==> src/rtl/decode_pipe.sv <==
// decode_pipe: RV32 instruction decoder with a small FIFO of decoded entries.
// Decoding happens as an instruction is accepted. Each buffer entry holds the
// already-decoded fields, so the head entry drives the outputs directly from
// storage.
module decode_pipe #(
  parameter int DEPTH  = 2,
  parameter bit CSR_EN = 1'b1
) (
  input  logic        clk,
  input  logic        rst_n,
  input  logic        flush,
  input  logic        in_valid,
  output logic        in_ready,
  input  logic [31:0] in_instr,
  input  logic [31:0] in_pc,
  output logic        out_valid,
  input  logic        out_ready,
  output logic [31:0] out_pc,
  output logic [6:0]  out_opcode,
  output logic [2:0]  out_funct3,
  output logic [6:0]  out_funct7,
  output logic [4:0]  out_rd,
  output logic [4:0]  out_rs1,
  output logic [4:0]  out_rs2,
  output logic [31:0] out_imm,
  output logic        out_illegal,
  output logic [31:0] dec_count
);

  localparam int AW = (DEPTH > 1) ? $clog2(DEPTH) : 1;
  // Entry layout: {pc, imm, illegal, funct7, rs2, rs1, funct3, rd, opcode}
  localparam int EW = 32 + 32 + 1 + 7 + 5 + 5 + 3 + 5 + 7;

  localparam logic [AW:0]   CNT_FULL = (AW+1)'(DEPTH);
  localparam logic [AW:0]   CNT_ONE  = (AW+1)'(1);
  localparam logic [AW-1:0] PTR_ONE  = AW'(1);

  localparam logic [6:0] OPC_LUI       = 7'b0110111;
  localparam logic [6:0] OPC_AUIPC     = 7'b0010111;
  localparam logic [6:0] OPC_JAL       = 7'b1101111;
  localparam logic [6:0] OPC_JALR      = 7'b1100111;
  localparam logic [6:0] OPC_BRANCH    = 7'b1100011;
  localparam logic [6:0] OPC_LOAD      = 7'b0000011;
  localparam logic [6:0] OPC_STORE     = 7'b0100011;
  localparam logic [6:0] OPC_ARI_ITYPE = 7'b0010011;
  localparam logic [6:0] OPC_ARI_RTYPE = 7'b0110011;
  localparam logic [6:0] OPC_CSR       = 7'b1110011;

  logic [EW-1:0] r_mem [DEPTH];
  logic [AW-1:0] r_wr_ptr;
  logic [AW-1:0] r_rd_ptr;
  logic [AW:0]   r_count;
  logic [31:0]   r_dec_count;

  logic          w_push;
  logic          w_pop;
  logic [31:0]   w_imm;
  logic          w_illegal;
  logic [EW-1:0] w_entry;
  logic [EW-1:0] w_head;

  assign in_ready  = (r_count != CNT_FULL);
  assign out_valid = (r_count != '0);
  assign w_push    = in_valid && in_ready && !flush;
  assign w_pop     = out_valid && out_ready && !flush;

  // Immediate extraction and legality check on the incoming word.
  // Words with instr[1:0] != 2'b11 never match a legal opcode and fall to default.
  always_comb begin
    w_imm     = '0;
    w_illegal = 1'b1;
    case (in_instr[6:0])
      OPC_LUI, OPC_AUIPC: begin
        w_imm     = {in_instr[31:12], 12'b0};
        w_illegal = 1'b0;
      end
      OPC_JAL: begin
        w_imm     = {{11{in_instr[31]}}, in_instr[31], in_instr[19:12],
                     in_instr[20], in_instr[30:21], 1'b0};
        w_illegal = 1'b0;
      end
      OPC_BRANCH: begin
        w_imm     = {{19{in_instr[31]}}, in_instr[31], in_instr[7],
                     in_instr[30:25], in_instr[11:8], 1'b0};
        w_illegal = 1'b0;
      end
      OPC_STORE: begin
        w_imm     = {{20{in_instr[31]}}, in_instr[31:25], in_instr[11:7]};
        w_illegal = 1'b0;
      end
      OPC_JALR, OPC_LOAD, OPC_ARI_ITYPE: begin
        w_imm     = {{20{in_instr[31]}}, in_instr[31:20]};
        w_illegal = 1'b0;
      end
      OPC_ARI_RTYPE: begin
        w_illegal = 1'b0;
      end
      OPC_CSR: begin
        // With CSR support disabled the opcode is just another illegal word.
        if (CSR_EN) begin
          w_imm     = {27'b0, in_instr[19:15]};
          w_illegal = 1'b0;
        end
      end
      default: begin
        w_imm     = '0;
        w_illegal = 1'b1;
      end
    endcase
  end

  assign w_entry = {in_pc, w_imm, w_illegal, in_instr[31:25], in_instr[24:20],
                    in_instr[19:15], in_instr[14:12], in_instr[11:7], in_instr[6:0]};

  // Entry storage; contents are only observable through the valid-gated head.
  always_ff @(posedge clk) begin
    if (w_push) begin
      r_mem[r_wr_ptr] <= w_entry;
    end
  end

  // Pointers, occupancy and consumed-entry counter.
  always_ff @(posedge clk or negedge rst_n) begin
    if (!rst_n) begin
      r_wr_ptr    <= '0;
      r_rd_ptr    <= '0;
      r_count     <= '0;
      r_dec_count <= '0;
    end else if (flush) begin
      r_wr_ptr <= '0;
      r_rd_ptr <= '0;
      r_count  <= '0;
    end else begin
      if (w_push) begin
        r_wr_ptr <= r_wr_ptr + PTR_ONE;
      end
      if (w_pop) begin
        r_rd_ptr    <= r_rd_ptr + PTR_ONE;
        r_dec_count <= r_dec_count + 32'd1;
      end
      case ({w_push, w_pop})
        2'b10:   r_count <= r_count + CNT_ONE;
        2'b01:   r_count <= r_count - CNT_ONE;
        default: r_count <= r_count;
      endcase
    end
  end

  // Head entry is forced to zero whenever the buffer is empty.
  assign w_head = out_valid ? r_mem[r_rd_ptr] : '0;

  assign out_opcode  = w_head[6:0];
  assign out_rd      = w_head[11:7];
  assign out_funct3  = w_head[14:12];
  assign out_rs1     = w_head[19:15];
  assign out_rs2     = w_head[24:20];
  assign out_funct7  = w_head[31:25];
  assign out_illegal = w_head[32];
  assign out_imm     = w_head[64:33];
  assign out_pc      = w_head[96:65];
  assign dec_count   = r_dec_count;

endmodule
==> config.mk <==
export PLATFORM = sky130hd
export DESIGN_NAME = decode_pipe
export DESIGN_NICKNAME = d
export VERILOG_FILES = /design/src/rtl/decode_pipe.sv
export SDC_FILE = /design/constraint.sdc
export NUM_CORES = 1
export LEC_CHECK = 0
export BUFFER_PORTS_ARGS = -buffer_cell sky130_fd_sc_hd__buf_2
export CAP_MARGIN = 15
export CORE_MARGIN = 4
export CORE_UTILIZATION = 59
export DETAILED_ROUTE_END_ITERATION = 7
export GPL_ROUTABILITY_DRIVEN = 0
export PLACE_DENSITY = 0.95
export SLEW_MARGIN = 20
export SYNTH_ARGS = -nofsm -noshare
export SYNTH_HDL_FRONTEND = slang
export SYNTH_SLANG_ARGS = --single-unit
==> constraint.sdc <==
create_clock -name clk -period 22.7 [get_ports clk]
set_clock_uncertainty 0.2 [all_clocks]
set_input_delay 3.405 -clock clk [delete_from_list [all_inputs] [get_ports clk]]
set_output_delay 3.405 -clock clk [all_outputs]
set_load 0.02 [all_outputs]
[After elaboration in Yosys (flattened, before gate mapping)]
Memories as Yosys holds them, arrays and structs flattened.
Cells that the tools add are included.
Storage, ports and cells
  bits in writable memories: 194
  memories kept: 1
  flip-flop bits (word level): 36
  output and inout port bits: 131
Cells by class
  eq/ne operators: 13
  reduce and logical (&&, ||, !) cells: 13
  bitwise operators: 1
  mux-type cells: 11
  add/subtract/negate cells: 5
Memory list
  r_mem: words 2, bits a word 97, rd ports 1, clocked after memory_dff 0, write ports 1, line 49  | logic [EW-1:0] r_mem [DEPTH];
Operators by type and width (number)
  32-bit one-hot mux with 6 select lines: 1
  97-bit two-way mux: 1
  32-bit by 1-bit adder with 32-bit output (second input constant): 1
  7-bit == test (second input constant): 4
  7-bit by 6-bit == test with 1-bit output (second input constant): 3
  7-bit by 5-bit == test with 1-bit output (second input constant): 2
  10-bit OR reduction: 1
  7-bit by 2-bit == test with 1-bit output (second input constant): 1
  1-bit two-way mux: 7
  2-bit nonzero test: 3
  1-bit logical AND: 4
  2-bit one-hot mux with 2 select lines: 1
  3-bit nonzero test: 1
  3-bit OR reduction: 1
  1-bit adder (second input constant): 2
  2-bit by 1-bit adder with 2-bit output (second input constant): 1
  2-bit by 1-bit == test with 1-bit output (second input constant): 1
  2-bit == test (second input constant): 1
  2-bit two-way mux: 1
  2-bit inequality test (second input constant): 1
  2-bit AND reduction: 1
  2-bit OR reduction: 1
  2-bit by 1-bit subtractor with 2-bit output (second input constant): 1
  1-bit zero test: 1
  1-bit NOT: 1

[Logic depth before layout (Yosys ltp)]
Gate-level depths: netlist of run 1.
  depth in word-level cells: 6
  depth in mapped cells: 7
  depth with buffers taken out: 6

[Worst setup path after synthesis of run 1]
No wires, ideal clock.
  path kind: input -> register
  start: in flush
  end: mem r_mem[1][0] in the netlist's numbering (enable)
  stages on the path: 2
  setup slack: 11.081 ns
  path buffers: 1
  arrival time: 10.727 ns
  data required time: 21.808 ns
  cells stage by stage: clkbuf_1 -> nor3b_1
Between the ends
  cells in the longest elaborated chain, start to end: 4
RTL lines
  start, declared: line 11  | input logic flush,
  1-bit zero test: line 64  | assign w_push = in_valid && in_ready && !flush;
  1-bit logical AND: line 64
  1-bit two-way mux: line 117  | if (w_push) begin
  1-bit two-way mux (not written as such): line 118  | r_mem[r_wr_ptr] <= w_entry;
  end, declared: line 49
No other way between the ends.

[Worst setup path in the final report of run 1]
  start: reg r_rd_ptr
  end: out out_imm[19]
Between the ends
  cells in the longest elaborated chain, start to end: 2
RTL lines
  start, declared: line 51  | logic [AW-1:0] r_rd_ptr;
  start signal, assigned: line 138  | r_rd_ptr <= r_rd_ptr + PTR_ONE;
  memory read 2 x 97 bit
  97-bit two-way mux: line 150  | assign w_head = out_valid ? r_mem[r_rd_ptr] : '0;
  end, declared: line 25  | output logic [31:0] out_imm,
No other way between the ends.

==> summary.md, run 1 <==
| Metric | Value |
|---|---|
| Status | `complete, no violations` |
| Reg2reg start | `r_count[0]` |
| # resized after CTS | `0` |
| Ys flop type | `edfxtp_1` |
| # diodes | `0` |
| Initial antenna violation count | `3` |
| Min-delay worst type | `flop to flop` |
| Area of the mapped netlist | `0.00950 sq mm` |
| Relative slew slack | `0.279` |
| Post-Syn Nets | `721` |
| CTS tree | `yes` |
| Switching power | `230 uW` |
| Worst Setup Path Type | `flop to primary output` |
| Post-synthesis sequential area ratio | `0.708` |
| Clock latency on the worst-skew pair | `490 ps` |
| Arr. time, crit path | `2950 ps` |
| Post-synth top area share | `0.613` |
| # DRC | `0` |
| Combinational power share | `0.116` |
| Worst endpoint required time | `between 15000 and 20000 ps` |
| Switch share | `0.243` |
| Crit-path max FO | `61` |
| Simple-gate portion of the synthesized area | `0.107` |
| Post-CTS setup buffers | `0` |
| Slew Viols, Final | `0` |
| Worst Reg2Reg Path Length in Cells | `5` |
| DP Wirelength | `about 13000 microns` |
| Initial core utilization | `0.600` |
| Largest family of logic cells by synthesized area | `simple AND/OR/NAND/NOR gates` |
| Core area | `roughly 0.016 sq mm` |
| Max Clk Rate | `around 150 MHz` |
| Clock network power share | `0.364` |
| Area Overhead vs Synth | `19.9%` |
| Fin util | `0.720` |
| Vias in the first global route | `slightly above 6000` |
| Worst-Margin Slew | `1080 ps` |
| Final #Nets | `about 930` |
| First-pass GRT wire length | `about 31000 microns` |
| Die footprint | `0.0182 sq mm` |
| Hold path cells | `1` |
| Die Y | `135 microns` |
| Max H-tree Level | `1` |
| First-pass detailed-route iteration total | `8` |
| Post-synth cell types | `44` |
| Critical path origin | `r_rd_ptr` |
| Xor and xnor area share after synthesis | `0.0304` |
| Remaining antenna violation count after routing | `0` |
| WL per Instance | `roughly 19 microns` |
| Sequential power share | `0.520` |
| Placed Cells incl. Taps | `between 1000 and 1500` |
| Type of origin of the critical path | `flop` |
| Final hold violations | `0` |
| Setup crit end | `out_imm[19]` |
| Pleak | `0.00471 uW` |
| Clock Sinks | `230` |
| Cell taking the most area after synthesis | `edfxtp_1` |
| Post-Layout Cell Count | `1087` |
| Flop2flop setup slack | `19930 ps` |
| GRT overflow | `0` |
| R2R Path End | `r_mem[0][59]` |
| Post-Route WL | `20200 microns` |
| Syn avg cell area | `14.6 sq um` |
| Largest cells by area after synthesis | `edfxtp_1, mux2i_1, dfrtp_1, nor2_1, xor2_1` |
| Die W | `135 microns` |
| Setup TNS | `0 ps` |
| Post-synthesis mux area share | `0.103` |
| I/O pin count | `200` |
| Largest net degree at the start of global routing | `62` |
| Setup violators final | `0` |
| Total of max-cap violations | `0` |
| Post-synth EDFFs | `194` |
| Clock root buffer | `clkbuf_16` |
| Peak VDD IR | `roughly 73 uV` |
| Yosys reg bits | `between 200 and 250` |
| Final worst path period share | `0.289` |
| Clock buffer depth | `3` |
| Tmin final | `about 6600 ps` |
| CP Capture Type | `primary output` |
| Yosys warns | `0` |
| Pint | `about 700 uW` |
| DR iter-0 viols | `410` |
| Post-DR vias/cell | `roughly 5.6` |
| RSZ-0062 raised after global routing | `false` |
| Adder-cell share of the synthesized area | `0.00132` |
| Cell Pwr Density | `83.1 mW/mm^2` |
| Hold_buf cts | `0` |
| CTS buffer count | `23` |
| Asr flop ratio synth | `0.157` |
| Via count | `6081` |
| Compound-cell area share of the yosys netlist | `0.0320` |
| Ratio of cells with drive above 1 in the final layout | `0.293` |
| FP Rows | `46` |
| Worst-path clk slew | `60 ps` |
| PortBufs | `199` |
| Mapped Cells | `651` |
| Total track usage | `0.218` |
cell families after synthesis:
kind of cell	count (synthesis)
DFF	230
and+or+nand+nor	208
muxes	98
AOI/OAI and AO/OA	43
buffers and inverters	38
xor gates and xnor gates	33
adders and majority gates	1
layout make-up:
cell class / instances / area (sq um)
flip-flops and latches: 230 / 6730
well taps: 216 / 270
multi-input cells: 383 / 2620
repair buffers: 206 / 1050
inverters: 11 / 41.3
clock inverters: 9 / 75.1
clock buffers: 32 / 609
fillers: 990 / 4430
routing by layer:
layer,part of all wire,up-vias,track usage
met5,0.0016,-,0
met4,0.023,6,0.0549
met3,0.092,47,0.0529
met2,0.50,302,0.374
met1,0.38,2936,0.282
li1,-,2790,-
cell usage after synthesis, drive strengths merged (2+ instances only):
cell type	n
edfxtp	194
nor2	121
mux2i	97
dfrtp	36
nand2	24
a21o	20
buf	19
xor2	18
xnor2	15
inv	11
nand3	11
nor3	11
nand4	10
clkbuf	8
a21oi	7
and3	7
o21ai	7
and2	6
and4	6
a222oi	4
nor3b	3
and3b	2
nand2b	2
nor2b	2
worst min-delay path by stage:
stage | start | end | slack [ps]
5_1_grt | dec_count[31] | dec_count[31] | 290
2_1_floorplan | r_wr_ptr | r_wr_ptr | 320
6_report | dec_count[31] | dec_count[31] | 270
4_1_cts | dec_count[31] | dec_count[31] | 270
3_5_place_dp | dec_count[31] | dec_count[31] | 260
3_3_place_gp | dec_count[31] | dec_count[31] | 250
cell usage in the layout (no fill, tap or decap), drive strengths merged, types with 10 or more instances in the layout:
cell    synthesis  final
dfrtp          36     36
xor2           18     18
xnor2          15     15
mux2i          97     97
nand2          24     24
a21o           20     20
inv            11     12
nor2          121    121
buf            19    206
nor3           11     11
clkbuf          8     32
nand3          11     11
edfxtp        194    194
nand4          10     10
state kept, by name, indices dropped and copies added (netlist names):
register   count
r_mem        194
r_rd_ptr       1
r_count        2
r_wr_ptr       1
dec_count     32
worst max-delay path, stage by stage, from the launching register on:
cell	delay, ps
dfrtp_4	850
buf_4	870
mux2i_1	350
nor2_1	60
buf_2	180
per-stage QoR:
stage | instance area, sq um | setup slack (ps) | total power, uW | hold WS (ps)
after floorplan | 9500 | 11080 | 571 | 319
after global placement | 10700 | 16670 | 607 | 254
after detailed placement | 10700 | 16640 | 611 | 262
after CTS | 11400 | 16120 | 956 | 270
after global routing | 11400 | 16020 | 981 | 289
final | 11400 | 16150 | 947 | 271
power groups by stage:
stage                     clock network (uW)  logic (uW)  registers [uW]
after floorplan                            0        68.3             503
after global placement                     0         108             499
after detailed placement                   0         110             501
after CTS                                353         111             492
after global routing                     368         119             494
final                                    345         110             492
(Power assumes the default switching activity.)
==> inputs of run 2 (changes only) <==
--- a/config.mk
+++ b/config.mk
@@ -8,10 +8,10 @@
 export BUFFER_PORTS_ARGS = -buffer_cell sky130_fd_sc_hd__buf_2
 export CAP_MARGIN = 15
 export CORE_MARGIN = 4
-export CORE_UTILIZATION = 59
+export CORE_UTILIZATION = 49
 export DETAILED_ROUTE_END_ITERATION = 7
 export GPL_ROUTABILITY_DRIVEN = 0
-export PLACE_DENSITY = 0.95
+export PLACE_DENSITY = 0.86
 export SLEW_MARGIN = 20
 export SYNTH_ARGS = -nofsm -noshare
 export SYNTH_HDL_FRONTEND = slang
==> constraint.sdc (replaced) <==
create_clock -name clk -period 6 [get_ports clk]
set_clock_uncertainty 0.2 [all_clocks]
set_input_delay 0.9 -clock clk [delete_from_list [all_inputs] [get_ports clk]]
set_output_delay 0.9 -clock clk [all_outputs]
set_load 0.02 [all_outputs]
==> run 2 against run 1 <==
  * Die area up 19%
  * Register-to-register slack worse by 16000 ps
  * Utilization down 11 points
  * Largest cell class unchanged
  * Highest routed layer unchanged
==> summary.md, run 2 (synthesis gave the netlist of run 1 again) <==
| Metric | Value |
|---|---|
| Die Y | `about 150 microns` |
| FP Rows | `50` |
| Initial antenna violation count | `2` |
| CP max stage delay | `slightly above 700 ps` |
| Clock buffer depth | `3` |
| # resized after CTS | `0` |
| Switch share | `0.246` |
| Post-Route WL | `20200 microns` |
| Worst-path clk slew | `~60 ps` |
| Crit path cell chain | `nor2_4, buf_4, nor2_1, buf_2` |
| GRT overflow | `0` |
| First-pass GRT wire length | `31600 microns` |
| Clock root buffer | `clkbuf_16` |
| # DRC | `0` |
| Reg2reg start | `r_count[0]` |
| Tmin final | `3750 ps` |
| Core area | `0.0189 sq mm` |
| Type of origin of the critical path | `flop` |
| Initial core utilization | `0.503` |
| Placement Setup Slack | `between 2000 and 3000 ps` |
| Final hold violations | `0` |
| Pint | `2710 uW` |
| Most frequent cells in the layout | `buf_2, edfxtp_1, nor2_1` |
| Total track usage | `0.181` |
| Top reg by flops | `r_mem` |
| R2R Path End | `r_mem[1][82]` |
| Combinational power share | `0.118` |
| Remaining antenna violation count after routing | `0` |
| Via count | `5889` |
| Hold path cells | `1` |
| Buffers & Inverters on Critical Path | `2` |
| HP Start | `dec_count[31]` |
| Peak VDD IR | `200 uV` |
| CP Capture Type | `primary output` |
| Vias in the first global route | `6010` |
| CTS tree | `yes` |
| I/O pin count | `200` |
| Fillers | `1455` |
| Largest net degree at the start of global routing | `73` |
| Max reg flops | `194` |
| Final #Nets | `926` |
| Slack of the critical path | `2250 ps` |
| Flop2flop setup slack | `3620 ps` |
| Switching power | `886 uW` |
| Clock Sinks | `230` |
| Ratio of cells with drive above 1 in the final layout | `0.295` |
| Clock network power share | `0.366` |
| First-pass detailed-route iteration total | `7` |
| Post-CTS setup buffers | `0` |
| Setup TNS | `0 ps` |
| Relative slew slack | `0.410` |
| Final worst path period share | `0.625` |
| Clock latency on the worst-skew pair | `500 ps` |
| Max H-tree Level | `1` |
| Post-DR vias/cell | `5.21` |
| Max Clk Rate | `approximately 270 MHz` |
| Area Overhead vs Synth | `20.8%` |
| Worst Reg2Reg Path Length in Cells | `4` |
| Worst-Margin Slew | `879 ps` |
| Arr. time, crit path | `2650 ps` |
| Min-delay worst type | `flop to flop` |
| Hold EP | `dec_count[31]` |
| WL per Instance | `17.8 microns` |
| Hold_buf cts | `0` |
| RSZ-0062 raised after global routing | `false` |
| Worst endpoint required time | `between 4000 and 5000 ps` |
| DR iter-0 viols | `277` |
| Pleak | `between 0.004 and 0.005 uW` |
| Most common cell after layout, fill and taps aside | `buf_2` |
| Top delay family on crit path | `buffers and inverters` |
| Worst Setup Path Type | `flop to primary output` |
| Die W | `147 microns` |
| Fin util | `0.608` |
| PortBufs | `roughly 200` |
| Crit-path max FO | `72` |
| Die footprint | `0.0217 sq mm` |
| CP max-delay cell | `buf_4` |
| Setup violators final | `0` |
| Cell Pwr Density | `313 mW/mm^2` |
| Slew Viols, Final | `0` |
| Total of max-cap violations | `0` |
| Status | `complete, no violations` |
| DP Wirelength | `13200 microns` |
| CTS buffer count | `24` |
| Sequential power share | `0.516` |
==> run 2: worst max-delay path by stage <==
stage	startpoint	end	slack, ps	depth (start not counted)
after CTS	r_count[0]	out_rd[4]	2200	4
after global placement	r_count[0]	out_imm[24]	2840	4
after floorplan	flush	r_mem[0][0]	320	2
after global routing	r_count[0]	out_rd[4]	2020	4
after detailed placement	r_count[0]	out_rs2[0]	2780	4
final	r_count[0]	out_rd[4]	2250	4
==> run 2: routing by layer <==
layer	share of wire	global-route usage	vias up
met5	0.00065	0	-
met4	0.022	0.0508	2
met3	0.073	0.0429	38
met2	0.49	0.304	182
met1	0.41	0.238	2874
li1	-	-	2793
==> run 2: power groups by stage <==
stage	Sequential (uW)	Clock, uW	Combinational (uW)
2_1_floorplan	1900	0	259
3_3_place_gp	1880	0	419
3_5_place_dp	1890	0	428
4_1_cts	1850	1350	430
5_1_grt	1860	1420	461
6_report	1860	1320	424
==> run 2: cell type report <==
class	instances	area, sq um	share of cell area
sequential	230	6730	0.586
antenna	1	2.50	0.000218
inverter	11	41.3	0.00360
tap	260	325	0.0283
clock inverter	7	51.3	0.00447
timing repair buffer	206	1050	0.0913
multi-input combinational	383	2640	0.230
clock buffer	33	644	0.0561
==> run 2: stage by stage <==
stage / hold WS, ps / total power (uW) / cells / area, sq um
after floorplan: 336 / 2150 / 651 / 9510
after global placement: 255 / 2300 / 1090 / 10800
after detailed placement: 253 / 2320 / 1090 / 10800
after CTS: 269 / 3640 / 1130 / 11500
after global routing: 295 / 3750 / 1131 / 11500
final: 267 / 3590 / 1131 / 11500
